--- src/rtl/mem_arbiter.sv ---
// Round-robin arbiter that sequences two requesters onto a single RAM port.
// Define MEM_ARB_TIMEOUT_EN to bound read waits to TIMEOUT cycles (err reported with ack).
module mem_arbiter #(
  parameter int ADDR_W  = 4,
  parameter int DATA_W  = 16,
  parameter int TIMEOUT = 15
) (
  input  logic              clk,
  input  logic              rst_n,
  input  logic              p0_req,
  input  logic              p0_we,
  input  logic [ADDR_W-1:0] p0_addr,
  input  logic [DATA_W-1:0] p0_wdata,
  output logic              p0_ack,
  output logic [DATA_W-1:0] p0_rdata,
  output logic              p0_err,
  input  logic              p1_req,
  input  logic              p1_we,
  input  logic              p1_clr,
  input  logic [ADDR_W-1:0] p1_addr,
  input  logic [DATA_W-1:0] p1_wdata,
  output logic              p1_ack,
  output logic [DATA_W-1:0] p1_rdata,
  output logic              p1_err,
  output logic              mem_rw,
  output logic              mem_clr,
  output logic [ADDR_W-1:0] mem_address,
  output logic [DATA_W-1:0] mem_data_in,
  input  logic [DATA_W-1:0] mem_data_out,
  input  logic              mem_out_valid
);
  typedef enum logic [1:0] {IDLE, WRITE, READ_WAIT, CLEAR} state_t;

  state_t state, state_nxt;
  logic   last_gnt;
  logic   req0_m, req1_m, any_req, sel, sel_we;
  logic   rd_ok, timed_out, done;
  logic   mem_rw_d, mem_clr_d, p0_ack_d, p1_ack_d, p0_err_d, p1_err_d;

  always_ff @(posedge clk or negedge rst_n) begin
    if (!rst_n) state <= IDLE;
    else        state <= state_nxt;
  end

  // A port is not eligible in its own ack cycle, which gives the other port a turn.
  always_comb begin
    req0_m    = p0_req & ~p0_ack;
    req1_m    = p1_req & ~p1_ack;
    any_req   = req0_m | req1_m;
    sel       = (req0_m & req1_m) ? ~last_gnt : req1_m;
    sel_we    = sel ? p1_we : p0_we;
    rd_ok     = mem_out_valid | timed_out;
    state_nxt = state;
    case (state)
      IDLE: begin
        if (any_req) begin
          if (sel && p1_clr) state_nxt = CLEAR;
          else if (sel_we)   state_nxt = WRITE;
          else               state_nxt = READ_WAIT;
        end
      end
      WRITE, CLEAR: state_nxt = IDLE;
      READ_WAIT:    if (rd_ok) state_nxt = IDLE;
      default:      state_nxt = IDLE;
    endcase
  end

  // last_gnt doubles as the owner of the in-flight transaction.
  always_comb begin
    done      = (state != IDLE) && (state_nxt == IDLE);
    mem_rw_d  = (state_nxt == WRITE);
    mem_clr_d = (state_nxt == CLEAR);
    p0_ack_d  = done & ~last_gnt;
    p1_ack_d  = done & last_gnt;
    p0_err_d  = p0_ack_d & timed_out;
    p1_err_d  = p1_ack_d & timed_out;
  end

  always_ff @(posedge clk or negedge rst_n) begin
    if (!rst_n) begin
      last_gnt    <= 1'b1;
      mem_rw      <= 1'b0;
      mem_clr     <= 1'b0;
      mem_address <= '0;
      mem_data_in <= '0;
      p0_ack      <= 1'b0;
      p1_ack      <= 1'b0;
      p0_err      <= 1'b0;
      p1_err      <= 1'b0;
      p0_rdata    <= '0;
      p1_rdata    <= '0;
    end else begin
      mem_rw  <= mem_rw_d;
      mem_clr <= mem_clr_d;
      p0_ack  <= p0_ack_d;
      p1_ack  <= p1_ack_d;
      p0_err  <= p0_err_d;
      p1_err  <= p1_err_d;
      if (state == IDLE && any_req) begin
        last_gnt    <= sel;
        mem_address <= sel ? p1_addr : p0_addr;
        mem_data_in <= sel ? p1_wdata : p0_wdata;
      end
      if (state == READ_WAIT && rd_ok) begin
        if (last_gnt) p1_rdata <= mem_out_valid ? mem_data_out : '0;
        else          p0_rdata <= mem_out_valid ? mem_data_out : '0;
      end
    end
  end

`ifdef MEM_ARB_TIMEOUT_EN
  localparam int CNT_W = ($clog2(TIMEOUT + 1) < 4) ? 4 : $clog2(TIMEOUT + 1);
  logic [CNT_W-1:0] rd_cnt;

  // Counts completed wait cycles; zero on the first READ_WAIT cycle.
  always_ff @(posedge clk or negedge rst_n) begin
    if (!rst_n)                  rd_cnt <= '0;
    else if (state != READ_WAIT) rd_cnt <= '0;
    else                         rd_cnt <= rd_cnt + 1'b1;
  end

  assign timed_out = (state == READ_WAIT) && !mem_out_valid &&
                     (rd_cnt == CNT_W'(TIMEOUT - 1));
`else
  logic unused_timeout;
  assign unused_timeout = (TIMEOUT != 0);
  assign timed_out      = 1'b0;
`endif
endmodule

--- config.mk ---
export PLATFORM = sky130hd
export DESIGN_NAME = mem_arbiter
export DESIGN_NICKNAME = d
export VERILOG_FILES = /design/src/rtl/mem_arbiter.sv
export SDC_FILE = /design/constraint.sdc
export NUM_CORES = 1
export LEC_CHECK = 0
export CORE_ASPECT_RATIO = 0.75
export CORE_UTILIZATION = 56
export CTS_BUF_LIST = sky130_fd_sc_hd__clkbuf_8
export DETAILED_ROUTE_END_ITERATION = 16
export DONT_BUFFER_PORTS = 1
export PLACE_DENSITY = 0.78
export SETUP_SLACK_MARGIN = 0.3
export SYNTH_ARGS = -nofsm -noshare
export SYNTH_HDL_FRONTEND = slang
export SYNTH_SLANG_ARGS = --single-unit
--- constraint.sdc ---
create_clock -name clk -period 1.26 [get_ports clk]
set_input_delay 0.378 -clock clk [delete_from_list [all_inputs] [get_ports clk]]
set_output_delay 0.378 -clock clk [all_outputs]
set_load 0.01 [all_outputs]
### After elaboration in Yosys (flattened, before gate mapping)

Cells that the tools add are included.
W data, S select, Z words.

| operators by class | value |
|---|---|
| add/subtract/negate cells | 0 |
| multipliers | 0 |
| divide/modulo/power cells | 0 |
| $lt $le $gt $ge | 0 |
| equality and inequality tests | 5 |
| shifts and indexed selects | 0 |
| muxes and demuxes | 10 |
| bitwise operators | 9 |
| reductions and logical operators | 10 |

Operator list:

| kind | count |
|---|---|
| $mux W16 | 2 |
| $mux W2 | 4 |
| $eq A2 B2 Y1 const B | 3 |
| $pmux W2 S3 | 1 |
| $and A1 B1 Y1 | 5 |
| $eq A2 B1 Y1 const B | 2 |
| $logic_and A1 B1 Y1 | 4 |
| $logic_not A2 Y1 | 2 |
| $mux W4 | 1 |
| $reduce_and A2 Y1 | 2 |
| $not A1 Y1 | 3 |
| $mux W1 | 2 |
| $reduce_bool A2 Y1 | 1 |
| $reduce_or A2 Y1 | 1 |
| $or A1 B1 Y1 | 1 |

| storage, ports and cells | value |
|---|---|
| register bits after elaboration | 59 |
| bits in latches | 0 |
| memory bits (writable) | 0 |
| ROM bits | 0 |
| output and inout bits | 58 |
| memories kept | 0 |

### Depth between registers and ports, before layout

| logic depth | value |
|---|---|
| depth in word-level cells | 12 |
| mapped depth | 5 |
| gate-level depth less buffers | 4 |

### Worst setup path before layout

No wires, ideal clock.

| timing | value |
|---|---|
| path kind | flip-flop to flip-flop |
| start point | reg state[1] |
| end point | reg p0_rdata[10] |
| setup time | 0.125 ns |
| arrival time | 1.265 ns |
| setup slack | -0.130 ns |
| stages on the path, launching flop included | 5 |
| buffers on the path | 1 |
| path through | dfrtp_1 > nand2_1 > nor3_4 > buf_6 > mux2_2 |

| between the ends | value |
|---|---|
| longest elaborated chain between the ends | 3 |

RTL lines:

| element | line | text |
|---|---|---|
| start: declaration | 34 | `state_t state, state_nxt;` |
| start signal: assignment | 42 | `else state <= state_nxt;` |
| $eq A2 B2 Y1 | 104 | `if (state == READ_WAIT && rd_ok) begin` |
| $logic_and A1 B1 Y1 | 104 |  |
| $reduce_and A2 Y1 (no source line) | n/a |  |
| end signal: assignment | 106 | `else p0_rdata <= mem_out_valid ? mem_data_out : '0;` |
| end: declaration | 15 | `output logic [DATA_W-1:0] p0_rdata,` |

Every way passes these cells.
A chain may end at the register's enable or synchronous reset.

### Final worst setup path

| timing | value |
|---|---|
| start point | reg state[1] |
| end point | reg p0_rdata[8] |

Same word-level chain as after synthesis.

==> results.sh <==
export IMPL_area_delta_synth_final_pct=29.6
export IMPL_routed_wl_um=6010
export IMPL_path_class="register to register"
export IMPL_yosysWarnings=0
export IMPL_worstPathRequired_ps=1470
export IMPL_htreeDepth=3
export IMPL_drv_cap=0
export IMPL_antenna_left=0
export IMPL_grt_pass1_vias=1742
export IMPL_clock_path_buffers=2
export IMPL_drc=0
export IMPL_grt_overflow=0
export IMPL_ys_ff_latch=59
export IMPL_synth_area_leaders="dfrtp_1, mux2_2, a21oi_1"
export IMPL_ys_top_cells_by_count="dfrtp_1, a21oi_1, nand2_1"
export IMPL_final_nets=292
export IMPL_grt_use_total_pct=25.7
export IMPL_grt_first_pass_wirelength_um=8630
export IMPL_io_pins=122
export IMPL_final_hold_viol_count=59
export IMPL_grt_max_degree=60
export IMPL_regArea_sq_mm=0.00148
export IMPL_power_leakage_nw=1.43
export IMPL_core_sq_mm=0.00413
export IMPL_start_util_pct=59.8
export IMPL_portBuffers=0
export IMPL_power_density_mw_per_mm2=2920
export IMPL_final_cells=288
export IMPL_design_area_sq_mm=0.00320
export IMPL_antenna_found_initial=0
export IMPL_dp_slack_ps=-171
export IMPL_first_pass_iters=4
export IMPL_synth_most_common_cell="dfrtp_1"
export IMPL_startpoint_type="register"
export IMPL_p_total_mw=9.34
export IMPL_fin_ws_ps=-198
export IMPL_crit_fanout=8
export IMPL_placed_cells=265
export IMPL_vdd_ir_drop_max_v=0.00160
export IMPL_worst_hold_slack_ps=-261
export IMPL_hpwl_um=3880
export IMPL_nFillCells=258
export IMPL_synth_top_area_cell="dfrtp_1"
export IMPL_ys_flop_type="dfrtp_1"
export IMPL_crit_arrival_ps=1670
export IMPL_violations="hold timing, setup timing"
export IMPL_yosys_cell_types_count=27
export IMPL_drt_initial_drc_count=73
export IMPL_die_area_sq_mm=0.00468
export IMPL_cts_buffers=9
export IMPL_yosysSeqAreaShare_pct=59.9
export IMPL_holdCritPathClass="input port to async pin"
export IMPL_place_area_sq_mm=0.00273
export IMPL_synth_area_sq_mm=0.00247
export IMPL_synth_top_area_share_pct=58.8
export IMPL_min_period_ps=1460
export IMPL_clock_latency_ps=330
export IMPL_async_flop_share_pct=100
export IMPL_syn_instance_count=208
export IMPL_multi_input_area_sq_mm=0.00116
export IMPL_clock_root_buffer="clkbuf_8"
export IMPL_final_core_util_pct=77.4
export IMPL_gp_congestion=0.669
export IMPL_floorplan_rows=20
export IMPL_die_width_um=78.6
export IMPL_drive_gt1_share_pct=50.2
export IMPL_vias_per_cell=5.88
export IMPL_die_h_um=59.5
export IMPL_synth_edf_count=0
export IMPL_period_share_pct=116
export IMPL_cts_tree="done"
export IMPL_timing_fmax_ghz=0.686
export IMPL_clk_pin_slew_worst_paths_ps=60
export IMPL_avgSynthCellArea_sq_um=11.9
export IMPL_clock_sinks=59
export IMPL_finalSetupViolations=59
export IMPL_post_drt_wl_per_cell_um=20.9
export IMPL_num_vias=1693
export IMPL_outcome="complete, but fails checks"
export IMPL_antenna_cells=0
export IMPL_grt_setup_unrepaired="yes"
export IMPL_fin_worst_skew_ps=5.45
export IMPL_maxSlewViolCount=0
export IMPL_critical_path_endpoint_type="register"
critical path, stage by stage (launching register included):
cell and delay (ps):
dfrtp_1 400, nand2_2 110, nor3_4 300, clkbuf_16 230, mux2_4 300
final cells by class:
type | count | area share [%]
multi-input cells | 139 | 36.4
clock inverters | 5 | 2.35
repair buffers | 19 | 8.10
clock buffers | 11 | 4.74
flip-flops and latches | 59 | 46.3
well taps | 55 | 2.15
cells in the final DEF, fill, tap and decap left out, types with 2 or more instances in the layout:
master,instances
mux2_2,6
nand2_2,6
buf_4,7
a21oi_1,12
nand2_1,17
clkinv_2,3
buf_6,5
buf_12,5
clkbuf_8,11
bufinv_16,2
nand2b_4,2
conb_1,2
nor2_1,21
dfrtp_1,57
mux2_4,26
a21oi_2,30
clkbuf_16,2
path summary, 6_finish.rpt:
path / startpoint / endpoint / slack (ps) / cells after the start
worst max-delay path: state[1] / p0_rdata[8] / -200 / 4
worst min-delay path: rst_n / p1_rdata[11] / -260 / 0
worst max register to register: state[1] / p0_rdata[8] / -200 / 4
worst min register to register: p0_rdata[10] / p0_rdata[10] / 580 / 1
max in group asynchronous: rst_n / last_gnt / 1340 / 0
min in group clk: p0_wdata[0] / mem_data_in[0] / 180 / 2
metrics by stage:
step	setup TNS, ps	hold slack (ps)
floorplan	-3250	82.4
global placement	-2620	83.4
detailed placement	-5040	83.2
CTS	-4460	-282
global route	-10060	-293
finish	-8060	-261
registers in the layout, indices dropped and copies added (netlist names):
register	flops
mem_clr	1
p1_rdata	16
p1_ack	1
p0_rdata	16
p0_ack	1
mem_data_in	16
mem_address	4
state	2
mem_rw	1
last_gnt	1
cell families after synthesis:
kind of cell | synth area share (%)
AO/OA/AOI/OAI | 10.3
other | 0.152
buffers and inverters | 3.14
AND/OR/NAND/NOR | 10.3
multiplexers | 16.1
flip-flops | 59.9
metal layers:
layer	track usage, %	routed length, um
met1	29.2	2280
met2	43.2	3140
met3	11.5	527
met4	10.1	56
met5	0	0
power by group:
part | internal, mW | switching (mW)
Combinational | 1.88 | 1.54
Sequential | 2.86 | 1.14
Clock | 1.21 | 0.709
timing repair:
| action | CTS | global route |
|---|---|---|
| cloned | 1 | 2 |
| setup endpoints to repair | 115 | 115 |
| buffers inserted | 1 | 3 |
| pin swaps | 2 | 2 |
| hold endpoints to repair | 59 | 59 |
| resized for setup | 19 | 20 |
Note: power is estimated with default switching activity, not from simulation.
